==> src/rtl/sha1_pad_if.sv <==
// sha1_pad_if: bus between the SHA-1 message padder, its host and the sha1 core.
//   Host side : iStart, iValid, iDat[31:0] (big-endian), iLast, iLastBytes[1:0] -> padder
//               oAck <- padder (word taken when iValid & oAck)
//   Core side : iCoreReady (core oReady) -> padder
//               oCoreDat[31:0], oCoreValid, oCoreInitial -> core iDat/iValid/iInitial
//               oDone <- padder (one-cycle pulse, digest valid on core oDat)
//   With SHA1_PAD_CNT_EN defined the bus also carries oBlocks[15:0], the number
//   of blocks sent for the current message.
// Modports: slave = the padder, master = host plus core environment.
`timescale 1ns/1ps
interface sha1_pad_if;
    logic        iStart;
    logic        iValid;
    logic [31:0] iDat;
    logic        iLast;
    logic [1:0]  iLastBytes;
    logic        oAck;
    logic        iCoreReady;
    logic [31:0] oCoreDat;
    logic        oCoreValid;
    logic        oCoreInitial;
    logic        oDone;
`ifdef SHA1_PAD_CNT_EN
    logic [15:0] oBlocks;

    modport slave (
        input  iStart, iValid, iDat, iLast, iLastBytes, iCoreReady,
        output oAck, oCoreDat, oCoreValid, oCoreInitial, oDone, oBlocks
    );
    modport master (
        output iStart, iValid, iDat, iLast, iLastBytes, iCoreReady,
        input  oAck, oCoreDat, oCoreValid, oCoreInitial, oDone, oBlocks
    );
`else
    modport slave (
        input  iStart, iValid, iDat, iLast, iLastBytes, iCoreReady,
        output oAck, oCoreDat, oCoreValid, oCoreInitial, oDone
    );
    modport master (
        output iStart, iValid, iDat, iLast, iLastBytes, iCoreReady,
        input  oAck, oCoreDat, oCoreValid, oCoreInitial, oDone
    );
`endif
endinterface

==> src/rtl/sha1_pad.sv <==
// sha1_pad: FIPS 180 message padder and block sequencer in front of the sha1 core.
// Collects host words into a 16-word block buffer, appends 0x80 / zero fill /
// 64-bit bit length, and streams every block to the core in 16 back-to-back
// cycles once the core reports ready. oDone pulses after the final block.
// Ports: iClk, iRst (async, active-high), bus (sha1_pad_if.slave; see interface).
// Optional: define SHA1_PAD_CNT_EN to add bus.oBlocks, a saturating per-message
// count of blocks sent.
`timescale 1ns/1ps
module sha1_pad #(
    parameter int WORDSIZE = 32,
    parameter int WORDNUM  = 16,
    parameter int LENW     = 64
) (
    input  logic      iClk,
    input  logic      iRst,
    sha1_pad_if.slave bus
);
    localparam int IW     = $clog2(WORDNUM) + 1;
    localparam int LEN_HI = WORDNUM - 2;
    localparam int LEN_LO = WORDNUM - 1;

    typedef enum logic [2:0] {
        S_IDLE = 3'd0,
        S_FILL = 3'd1,
        S_PAD  = 3'd2,
        S_SEND = 3'd3,
        S_WAIT = 3'd4
    } state_t;

    // Keep the valid leading bytes of the final word and place 0x80 right after them.
    function automatic logic [WORDSIZE-1:0] close_word(input logic [WORDSIZE-1:0] dat,
                                                      input logic [1:0] nbytes);
        logic [WORDSIZE-1:0] w;
        case (nbytes)
            2'd1:    w = {dat[31:24], 8'h80, 16'h0000};
            2'd2:    w = {dat[31:16], 8'h80, 8'h00};
            2'd3:    w = {dat[31:8], 8'h80};
            default: w = dat;
        endcase
        return w;
    endfunction

    state_t                             state_q, state_d;
    logic [IW-1:0]                      idx_q, idx_d;
    logic [IW-1:0]                      pad_idx_q, pad_idx_d;   // word holding the 0x80 byte (16 = next block)
    logic [IW-2:0]                      snd_idx_q, snd_idx_d;
    logic [LENW-1:0]                    len_q, len_d;
    logic [WORDNUM-1:0][WORDSIZE-1:0]   buf_q, buf_d;
    logic                               firstblk_q, firstblk_d;
    logic                               more_q, more_d;
    logic                               last_blk_q, last_blk_d;
    logic                               lenblk_q, lenblk_d;     // a length-only block still has to go out
    logic                               snd_act_q, snd_act_d;
    logic                               busy_seen_q, busy_seen_d;
    logic                               ack_q, ack_d;
    logic [WORDSIZE-1:0]                cdat_q, cdat_d;
    logic                               cvalid_q, cvalid_d;
    logic                               cinit_q, cinit_d;
    logic                               done_q, done_d;
`ifdef SHA1_PAD_CNT_EN
    logic [15:0]                        blocks_q, blocks_d;
`endif

    logic                               acc_s;
    logic                               take_s;
    logic [IW-1:0]                      wr_idx_s;
    logic [LENW-1:0]                    len_base_s;
    logic [6:0]                         len_inc_s;

    assign acc_s      = bus.iValid && ack_q;
    assign take_s     = acc_s && ((state_q == S_FILL) || ((state_q == S_IDLE) && bus.iStart));
    assign wr_idx_s   = (state_q == S_IDLE) ? {IW{1'b0}} : idx_q;
    assign len_base_s = (state_q == S_IDLE) ? {LENW{1'b0}} : len_q;
    assign len_inc_s  = (bus.iLast && (bus.iLastBytes != 2'd0)) ? {2'b00, bus.iLastBytes, 3'b000} : 7'd32;

    // Next-state logic, block buffer updates and next values of the registered outputs.
    always_comb begin
        state_d     = state_q;
        idx_d       = idx_q;
        pad_idx_d   = pad_idx_q;
        snd_idx_d   = snd_idx_q;
        len_d       = len_q;
        buf_d       = buf_q;
        firstblk_d  = firstblk_q;
        more_d      = more_q;
        last_blk_d  = last_blk_q;
        lenblk_d    = lenblk_q;
        snd_act_d   = snd_act_q;
        busy_seen_d = busy_seen_q;
        cdat_d      = {WORDSIZE{1'b0}};
        cvalid_d    = 1'b0;
        cinit_d     = 1'b0;
        done_d      = 1'b0;
`ifdef SHA1_PAD_CNT_EN
        blocks_d    = blocks_q;
`endif
        case (state_q)
            S_IDLE, S_FILL: begin
                if (take_s) begin
                    if (state_q == S_IDLE) begin
                        firstblk_d = 1'b1;
                        more_d     = 1'b0;
                        last_blk_d = 1'b0;
                        lenblk_d   = 1'b0;
`ifdef SHA1_PAD_CNT_EN
                        blocks_d   = 16'h0000;
`endif
                    end else begin
                        more_d     = 1'b0;
                    end
                    len_d = len_base_s + LENW'(len_inc_s);
                    if (bus.iLast) begin
                        buf_d[wr_idx_s[IW-2:0]] = close_word(bus.iDat, bus.iLastBytes);
                        if (bus.iLastBytes == 2'd0) begin
                            // A full last word pushes the pad byte into the following word,
                            // which may fall into the next block.
                            pad_idx_d = wr_idx_s + IW'(1);
                            if (wr_idx_s < IW'(LEN_LO)) begin
                                buf_d[wr_idx_s[IW-2:0] + (IW-1)'(1)] = 32'h8000_0000;
                            end else begin
                                buf_d = buf_d;
                            end
                        end else begin
                            pad_idx_d = wr_idx_s;
                        end
                        idx_d   = {IW{1'b0}};
                        state_d = S_PAD;
                    end else begin
                        buf_d[wr_idx_s[IW-2:0]] = bus.iDat;
                        idx_d = wr_idx_s + IW'(1);
                        if (wr_idx_s == IW'(LEN_LO)) begin
                            more_d    = 1'b1;
                            snd_act_d = 1'b0;
                            state_d   = S_SEND;
                        end else begin
                            state_d   = S_FILL;
                        end
                    end
                end else begin
                    state_d = state_q;
                end
            end
            S_PAD: begin
                if (lenblk_q) begin
                    buf_d    = '0;
                    buf_d[0] = (pad_idx_q == IW'(WORDNUM)) ? 32'h8000_0000 : 32'h0000_0000;
                    buf_d[LEN_HI] = len_q[LENW-1 -: WORDSIZE];
                    buf_d[LEN_LO] = len_q[WORDSIZE-1:0];
                    last_blk_d = 1'b1;
                    lenblk_d   = 1'b0;
                end else begin
                    for (int j = 0; j < LEN_HI; j++) begin
                        if (j > int'(pad_idx_q)) begin
                            buf_d[j] = 32'h0000_0000;
                        end else begin
                            buf_d[j] = buf_q[j];
                        end
                    end
                    if (int'(pad_idx_q) < LEN_HI) begin
                        buf_d[LEN_HI] = len_q[LENW-1 -: WORDSIZE];
                        buf_d[LEN_LO] = len_q[WORDSIZE-1:0];
                        last_blk_d    = 1'b1;
                    end else begin
                        // No room for the length: clear what follows the pad word and
                        // schedule an extra block carrying only the length.
                        for (int j = LEN_HI; j < WORDNUM; j++) begin
                            if (j > int'(pad_idx_q)) begin
                                buf_d[j] = 32'h0000_0000;
                            end else begin
                                buf_d[j] = buf_q[j];
                            end
                        end
                        lenblk_d = 1'b1;
                    end
                end
                snd_act_d = 1'b0;
                state_d   = S_SEND;
            end
            S_SEND: begin
                if (!snd_act_q) begin
                    if (bus.iCoreReady) begin
                        snd_act_d   = 1'b1;
                        snd_idx_d   = (IW-1)'(1);
                        busy_seen_d = 1'b0;
                        cdat_d      = buf_q[0];
                        cvalid_d    = 1'b1;
                        cinit_d     = firstblk_q;
`ifdef SHA1_PAD_CNT_EN
                        if (blocks_q != 16'hFFFF) begin
                            blocks_d = blocks_q + 16'd1;
                        end else begin
                            blocks_d = blocks_q;
                        end
`endif
                    end else begin
                        snd_act_d = 1'b0;
                    end
                end else begin
                    cdat_d      = buf_q[snd_idx_q];
                    cvalid_d    = 1'b1;
                    snd_idx_d   = snd_idx_q + (IW-1)'(1);
                    busy_seen_d = busy_seen_q | ~bus.iCoreReady;
                    if (snd_idx_q == (IW-1)'(LEN_LO)) begin
                        snd_act_d  = 1'b0;
                        firstblk_d = 1'b0;
                        state_d    = S_WAIT;
                    end else begin
                        state_d    = S_SEND;
                    end
                end
            end
            S_WAIT: begin
                // The core drops ready while it runs its rounds; the block is done
                // once ready comes back after having been seen low.
                if (!bus.iCoreReady) begin
                    busy_seen_d = 1'b1;
                end else if (busy_seen_q) begin
                    busy_seen_d = 1'b0;
                    if (lenblk_q) begin
                        state_d = S_PAD;
                    end else if (more_q) begin
                        idx_d   = {IW{1'b0}};
                        more_d  = 1'b0;
                        state_d = S_FILL;
                    end else begin
                        last_blk_d = 1'b0;
                        done_d     = 1'b1;
                        state_d    = S_IDLE;
                    end
                end else begin
                    state_d = S_WAIT;
                end
            end
            default: begin
                state_d = S_IDLE;
            end
        endcase
        ack_d = (state_d == S_IDLE) || (state_d == S_FILL);
    end

    // State, buffer and output registers; reset discards any block in flight.
    always_ff @(posedge iClk or posedge iRst) begin
        if (iRst) begin
            state_q     <= S_IDLE;
            idx_q       <= {IW{1'b0}};
            pad_idx_q   <= {IW{1'b0}};
            snd_idx_q   <= {(IW-1){1'b0}};
            len_q       <= {LENW{1'b0}};
            buf_q       <= '0;
            firstblk_q  <= 1'b0;
            more_q      <= 1'b0;
            last_blk_q  <= 1'b0;
            lenblk_q    <= 1'b0;
            snd_act_q   <= 1'b0;
            busy_seen_q <= 1'b0;
            ack_q       <= 1'b0;
            cdat_q      <= {WORDSIZE{1'b0}};
            cvalid_q    <= 1'b0;
            cinit_q     <= 1'b0;
            done_q      <= 1'b0;
`ifdef SHA1_PAD_CNT_EN
            blocks_q    <= 16'h0000;
`endif
        end else begin
            state_q     <= state_d;
            idx_q       <= idx_d;
            pad_idx_q   <= pad_idx_d;
            snd_idx_q   <= snd_idx_d;
            len_q       <= len_d;
            buf_q       <= buf_d;
            firstblk_q  <= firstblk_d;
            more_q      <= more_d;
            last_blk_q  <= last_blk_d;
            lenblk_q    <= lenblk_d;
            snd_act_q   <= snd_act_d;
            busy_seen_q <= busy_seen_d;
            ack_q       <= ack_d;
            cdat_q      <= cdat_d;
            cvalid_q    <= cvalid_d;
            cinit_q     <= cinit_d;
            done_q      <= done_d;
`ifdef SHA1_PAD_CNT_EN
            blocks_q    <= blocks_d;
`endif
        end
    end

    assign bus.oAck         = ack_q;
    assign bus.oCoreDat     = cdat_q;
    assign bus.oCoreValid   = cvalid_q;
    assign bus.oCoreInitial = cinit_q;
    assign bus.oDone        = done_q;
`ifdef SHA1_PAD_CNT_EN
    assign bus.oBlocks      = blocks_q;
`endif
endmodule

==> src/flat_wrapper.sv <==
// flat-port wrapper written by rule: the top's interface ports become plain ports
module sha1_pad_flat 
#(
    parameter int WORDSIZE = 32,
    parameter int WORDNUM  = 16,
    parameter int LENW     = 64
)
  (iClk, iRst, bus_iStart, bus_iValid, bus_iDat, bus_iLast, bus_iLastBytes, bus_iCoreReady, bus_oAck, bus_oCoreDat, bus_oCoreValid, bus_oCoreInitial, bus_oDone);
  sha1_pad_if bus_i ();
  input  logic iClk;
  input  logic iRst;
  input wire logic [$bits(bus_i.iStart)-1:0] bus_iStart;
  input wire logic [$bits(bus_i.iValid)-1:0] bus_iValid;
  input wire logic [$bits(bus_i.iDat)-1:0] bus_iDat;
  input wire logic [$bits(bus_i.iLast)-1:0] bus_iLast;
  input wire logic [$bits(bus_i.iLastBytes)-1:0] bus_iLastBytes;
  input wire logic [$bits(bus_i.iCoreReady)-1:0] bus_iCoreReady;
  output wire logic [$bits(bus_i.oAck)-1:0] bus_oAck;
  output wire logic [$bits(bus_i.oCoreDat)-1:0] bus_oCoreDat;
  output wire logic [$bits(bus_i.oCoreValid)-1:0] bus_oCoreValid;
  output wire logic [$bits(bus_i.oCoreInitial)-1:0] bus_oCoreInitial;
  output wire logic [$bits(bus_i.oDone)-1:0] bus_oDone;
  assign bus_i.iStart = bus_iStart;
  assign bus_i.iValid = bus_iValid;
  assign bus_i.iDat = bus_iDat;
  assign bus_i.iLast = bus_iLast;
  assign bus_i.iLastBytes = bus_iLastBytes;
  assign bus_i.iCoreReady = bus_iCoreReady;
  assign bus_oAck = bus_i.oAck;
  assign bus_oCoreDat = bus_i.oCoreDat;
  assign bus_oCoreValid = bus_i.oCoreValid;
  assign bus_oCoreInitial = bus_i.oCoreInitial;
  assign bus_oDone = bus_i.oDone;
  sha1_pad #(.WORDSIZE(WORDSIZE), .WORDNUM(WORDNUM), .LENW(LENW)) u_core (.iClk(iClk), .iRst(iRst), .bus(bus_i));
endmodule
==> config.mk <==
export PLATFORM = sky130hd
export DESIGN_NAME = sha1_pad_flat
export DESIGN_NICKNAME = d
export VERILOG_FILES = /design/src/rtl/sha1_pad_if.sv /design/src/rtl/sha1_pad.sv /design/src/flat_wrapper.sv
export SDC_FILE = /design/constraint.sdc
export NUM_CORES = 2
export LEC_CHECK = 0
export CORE_ASPECT_RATIO = 1.4
export CORE_UTILIZATION = 55
export CTS_BUF_LIST = sky130_fd_sc_hd__clkbuf_16
export DETAILED_ROUTE_END_ITERATION = 7
export DONT_BUFFER_PORTS = 1
export GPL_TIMING_DRIVEN = 1
export PLACE_DENSITY = 0.69
export SYNTH_ARGS = -nofsm -noshare
export SYNTH_HDL_FRONTEND = slang
export SYNTH_SLANG_ARGS = --single-unit
==> constraint.sdc <==
create_clock -name iClk -period 23.5 [get_ports iClk]
set_input_delay 1.175 -clock iClk [delete_from_list [all_inputs] [get_ports iClk]]
set_output_delay 1.175 -clock iClk [all_outputs]
set_load 0.005 [all_outputs]
Word level (Yosys, flattened, before mapping)
Index checks and enable logic that the tools add are counted.
W data, S select, Z words.
- output and inout bits: 36
- register bits after elaboration: 634
- multiplexer cells: 99
- reduce and logical (&&, ||, !) cells: 44
- $add $sub $neg: 4
- equality and inequality tests: 38
- bitwise gates (word level): 5
- magnitude comparators: 22
- operators by type and width (cell ; count):
    $mux W512 ; 5
    $bwmux W512 ; 2
    $pmux W512 S2 ; 1
    $mux W32 ; 25
    $and A496 B496 Y496 ; 1
    $not A496 Y496 ; 1
    $demux W32 S4 ; 2
    $bmux W32 S4 ; 1
    $mux W64 ; 2
    $pmux W24 S3 ; 1
    $add A64 B7 Y64 ; 1
    $reduce_and A3 Y1 ; 18
    $gt A4 B5 Y1 const A ; 8
    $mux W5 ; 8
    $ne A3 B1 Y1 const B ; 13
    $mux W1 ; 34
    $mux W3 ; 7
    $gt A3 B5 Y1 const A ; 4
    $ne A2 B1 Y1 const B ; 8
    $or A16 B16 Y16 ; 1
    $lt A4 B5 Y1 const B ; 3
    $pmux W3 S4 ; 1
    $reduce_bool A2 Y1 ; 6
    $gt A2 B5 Y1 const A ; 2
    34 further kinds ; 57

Longest topological paths before layout
- depth in word-level cells: 14
- mapped depth: 18
- mapped depth without buffers: 10

Least setup slack after synthesis
OpenSTA, ideal clock, no wires.
- kind: input-to-reg
- start: input port bus_iLast
- end: register u_core.len_q[61]
- required time: 23420 ps
- path buffers: 5
- setup time: 80 ps
- slack: 19453 ps
- arrival time: 3967 ps
- stages: 12
- cells stage by stage: clkbuf_1 > clkbuf_1 > o21ai_0 > clkbuf_1 > clkbuf_1 > ha_1 > a21oi_1 > or2_1 > or4_1 > buf_2 > nor4_2 > xnor2_1
- cells in the longest elaborated chain, start to end: 3
- ends and longest elaborated chain (what ; RTL line ; text):
    start: declaration ; flat_wrapper.sv:15 ; input wire logic [$bits(bus_i.iLast)-1:0] bus_iLast;
    $logic_and A1 B1 Y1 ; sha1_pad.sv:74 ; assign len_inc_s = (bus.iLast && (bus.iLastBytes != 2'd0)) ? {2'b00, bus.iLastBytes, 3'b000} : 7'd32;
    $mux W6 ; sha1_pad.sv:74 ;
    $add A64 B7 Y64 ; sha1_pad.sv:111 ; len_d = len_base_s + LENW'(len_inc_s);
    end signal: assignment ; sha1_pad.sv:248 ; len_q <= {LENW{1'b0}};
    end signal: assignment ; sha1_pad.sv:269 ; len_q <= len_d;
    end: declaration ; sha1_pad.sv:47 ; logic [LENW-1:0] len_q, len_d;
No other way between the ends.
A chain may end at the register's enable or synchronous reset.

Worst setup path in the final report
- start: register u_core.state_q[2]
- end: register u_core.buf_q[304] (netlist bit)
- cells in the longest elaborated chain, start to end: 14
- elaborated cells between the ends (all ways): 33
- classes of those cells: add/sub (1); order compare (5); eq/ne (4); mux (12); bitwise (2); reduce/logical (9)
- ends and longest elaborated chain (what ; RTL line ; text):
    start: declaration ; sha1_pad.sv:43 ; state_t state_q, state_d;
    start signal: assignment ; sha1_pad.sv:265 ; state_q <= state_d;
    $logic_not A3 Y1 ; sha1_pad.sv:71, sha1_pad.sv:72, sha1_pad.sv:97 ;
    $mux W5 ; sha1_pad.sv:72 ; assign wr_idx_s = (state_q == S_IDLE) ? {IW{1'b0}} : idx_q;
    $add A4 B1 Y4 ; sha1_pad.sv:119 ; buf_d[wr_idx_s[IW-2:0] + (IW-1)'(1)] = 32'h8000_0000;
    $lt A4 B5 Y1 (implied by the code) / $ge A4 B1 Y1 (equally long branches) ; sha1_pad.sv:119 ;
    $logic_and A1 B1 Y1 (implied by the code) ; sha1_pad.sv:119 ;
    $mux W32 (implied by the code) ; sha1_pad.sv:119 ;
    $demux W32 S4 ; n/a ;
    $not A496 Y496 (no source line) ; n/a ;
    $and A496 B496 Y496 (no source line) ; n/a ;
    $mux W512 ; sha1_pad.sv:118 ; if (wr_idx_s < IW'(LEN_LO)) begin
    $mux W512 ; sha1_pad.sv:114 ; if (bus.iLastBytes == 2'd0) begin
    $mux W512 ; sha1_pad.sv:112 ; if (bus.iLast) begin
    $mux W512 ; sha1_pad.sv:99 ; if (take_s) begin
    $pmux W512 S2 ; sha1_pad.sv:97 ; case (state_q)
    end signal: assignment ; sha1_pad.sv:270 ; buf_q <= buf_d;
    end: declaration ; sha1_pad.sv:48 ; logic [WORDNUM-1:0][WORDSIZE-1:0] buf_q, buf_d;
Parallel ways exist; a longest one is shown, timed or not. The select of a mux whose other input is x is not followed.

==> results.md <==
- Cell variety after synth: 102
- Fraction of registers with async set or reset after synthesis: 100.0%
- Mux contribution to synthesized area: 14.52%
- Starting Density: 55.60%
- Hold Path Class: reg2reg
- Vias in the first global route: 25600
- CP Launch Type: flop
- Power share of the clock group: 28.6%
- Largest net degree at the start of global routing: 125
- DR pass1 iterations: 6
- Crit share post-route: 21.62%
- Layout cells sized above 1: 13.76%
- Max-Cap Viols: 0
- Post-Syn Nets: 2836
- Ant. Diodes: 0
- Relative slew slack: 9.080%
- Routed vias/inst: 7.317
- Initial drt markers: 2955
- Commonest non-fill, non-tap cell in the layout: dfrtp_1
- Synth Warn #: 0
- Cell Rows: 104
- Routed wire per std cell: 32.17 um
- CTS tree: yes
- Hold Vio Cnt, Final: 0
- Post-synth EDFFs: 0
- First-pass GRT wire length: 167.2 mm
- Critical Path End Type: flop
- Psw: 1.241 mW
- Clk pin slew, worst setup/hold paths: 0.06 ns
- CTS sink cnt: 631
- Gr usage total: 38.41%
- Grt ovf: 0
- Combinational fraction of design power: 29.9%
- Cts bufs inserted: 61
- RSZ-0062 raised after global routing: false
- R2r worst-path depth: 10
- Tmin final: 5.081 ns
- Net Sw Frac: 36.64%
- Final WL: 110.9 mm
- CP required: 24.06 ns
- Final slew viol count: 0
- Actual slew at the worst max-slew pin: 1.364 ns
- Main synth FF type: dfrtp_1
- IO Pins: 76
- Peak supply drop: 0.00009365 V
- Synth Area per Inst: 11.49 um^2
- Setup violations, final: 0
- Port Buffers: 0
- Achievable clock frequency: 196.8 MHz
- Post-synthesis sequential area ratio: 49.37%
- Hold Slack: 0.4820 ns
- Hold Crit Depth: 1
- Die width: 205.8 um
- Main combinational cell family by area after synthesis: compound AO/OA/AOI/OAI gates
- Remaining DRCs: 0
- Skew-Pair Late Insertion Delay: 0.67 ns
- Sequential power share: 41.5%
- Die Y: 287.3 um
- CP arrival: 5.64 ns
- Fin Setup TNS: 0 ns
- Cell Pwr Density: 98.84 mW/mm^2
- Core area: 0.05752 mm^2
- CTS root buf: clkbuf_16
- Synth Area in Simple Gates: 11.40%
- Post-Syn Instances: 2783
- Max FO, Critical Path: 43
- Worst reg2reg path endpoint: u_core.buf_q[304]
- CTS resizes: 0
- Post-Synth XOR/XNOR Area: 1.698%
- HP Start: u_core.buf_q[127]
- Synthesized area: 0.03198 mm^2
- CTS Hold Buffers Added: 0
- RR Startpoint: u_core.state_q[2]
- Post-synthesis adder-cell area fraction: 0.5321%
- CTS Buffer Depth: 3
- Status: completed
- Skew final: 0.02886 ns
- HPWL Detailed: 74.07 mm
- Pleak: 14.15 nW
- Via count: 25220
- Non-Filler Instances: 3446
- P_int: 2.147 mW
- H-tree depth: 2
- #FFs+latches synth: 631
- Post-CTS Setup Inserts: 0
- Worst Hold End: u_core.buf_q[127]
- Most frequent cells in the layout: 627 x dfrtp_1, 258 x o2bb2ai_1, 239 x nor2_1
- Post-synthesis compound-gate area fraction: 18.53%
- Synth-to-layout area growth: 7.191%
- Global placer's final weighted congestion: 0.9824
- Critical path type: reg2reg
- Slack of the worst reg-to-reg path: 18.42 ns
- Initial antenna violation count: 2
- Number of nets still failing antenna checks after routing: 0
- Fin nets: 2706
- Inst Count DP: 3332
- Die area: 0.05913 mm^2
[through the flow]
step | area (um^2) | power [mW] | setup slack (ns) | utilization [%]
2_1_floorplan | 31980 | 2.076 | 4.651 | -
3_3_place_gp | 32360 | 2.393 | 18.66 | 56.26
3_5_place_dp | 32360 | 2.417 | 18.50 | 56.26
4_1_cts | 34280 | 3.379 | 18.48 | 59.60
5_1_grt | 34280 | 3.508 | 18.15 | 59.60
6_report | 34280 | 3.388 | 18.42 | 59.60
[area by class of cell]
type                       count  area, um^2
tap                          742       928.4
inverter                      54       210.2
fill                        4671       23230
multi-input combinational   1853       15030
clock buffer                  62        1551
timing repair buffer          52       390.4
clock inverter                52       371.6
sequential                   631       15800
[registers in the layout, indices dropped and copies added, names as in the netlist]
signal	count
u_core.bus.oCoreValid	1
u_core.firstblk_q	1
u_core.bus.oCoreDat	32
u_core.bus.oCoreInitial	1
u_core.snd_act_q	1
u_core.lenblk_q	1
u_core.busy_seen_q	1
u_core.buf_q	512
u_core.state_q	3
u_core.bus.oDone	1
u_core.bus.oAck	1
u_core.snd_idx_q	4
u_core.len_q	61
u_core.more_q	1
u_core.pad_idx_q	5
u_core.idx_q	5
[worst max-delay path by stage]
| stage | from | to | cells after the start |
|---|---|---|---|
| after detailed placement | u_core.state_q[2] | u_core.buf_q[297] | 10 |
| final | u_core.state_q[2] | u_core.buf_q[304] | 10 |
| after global routing | u_core.state_q[2] | u_core.buf_q[304] | 10 |
| after CTS | u_core.state_q[2] | u_core.buf_q[301] | 10 |
| after floorplan | iRst | u_core.buf_q[0] | 1 |
| after global placement | u_core.state_q[2] | u_core.buf_q[307] | 10 |
[critical path, cell delays in order, from the launching register on]
cell and delay (ns):
dfrtp_1 0.94, or3_1 0.20, buf_4 0.39, nand2_1 0.29, inv_1 0.17, ha_1 0.52
clkinv_1 0.50, nand2_1 0.33, a211oi_2 0.18, or4_1 1.07, o2bb2ai_1 0.35
[cell families (layout without fill, tap and decap cells)]
| family | after synthesis | count (layout) |
|---|---|---|
| muxes | 264 | 264 |
| and+or+nand+nor | 766 | 766 |
| buffers and inverters | 299 | 220 |
| DFF | 631 | 631 |
| adders and majority gates | 13 | 13 |
| xor gates and xnor gates | 62 | 62 |
| AOI/OAI and AO/OA | 748 | 748 |
[synthesized netlist by cell type (26+ instances only)]
| master | number | area share, % |
|---|---|---|
| mux4_2 | 160 | 11 |
| dfrtp_1 | 631 | 49 |
| nand2_1 | 220 | 2.6 |
| nor3_1 | 46 | 0.72 |
| a21oi_1 | 89 | 1.4 |
| xor2_1 | 31 | 0.85 |
| buf_2 | 72 | 1.1 |
| clkbuf_1 | 146 | 1.7 |
| o21ai_0 | 85 | 1.3 |
| nor2_1 | 241 | 2.8 |
| mux2i_1 | 104 | 3.3 |
| nand4_1 | 48 | 0.94 |
| a221o_1 | 34 | 1.1 |
| xnor2_1 | 31 | 0.85 |
| a22o_1 | 59 | 1.6 |
| nand3_1 | 74 | 1.2 |
| and2_1 | 26 | 0.51 |
| inv_1 | 50 | 0.59 |
| o2bb2ai_1 | 258 | 7.1 |
[power groups by stage]
stage	Clock [mW]	Combinational [mW]	Sequential, mW
after detailed placement	0	0.998	1.42
after global placement	0	0.981	1.41
final	0.970	1.01	1.41
after CTS	0.977	1.00	1.40
after global routing	1.02	1.07	1.42
after floorplan	0	0.764	1.31
[metal layers]
layer  GRT usage [%]  part of all wire, %
met5               0                    0
met2           61.04                   48
met4           23.81                  7.2
met3           7.959                  8.6
met1           48.14                   37
No activity file was read; power rests on OpenSTA's default activity.
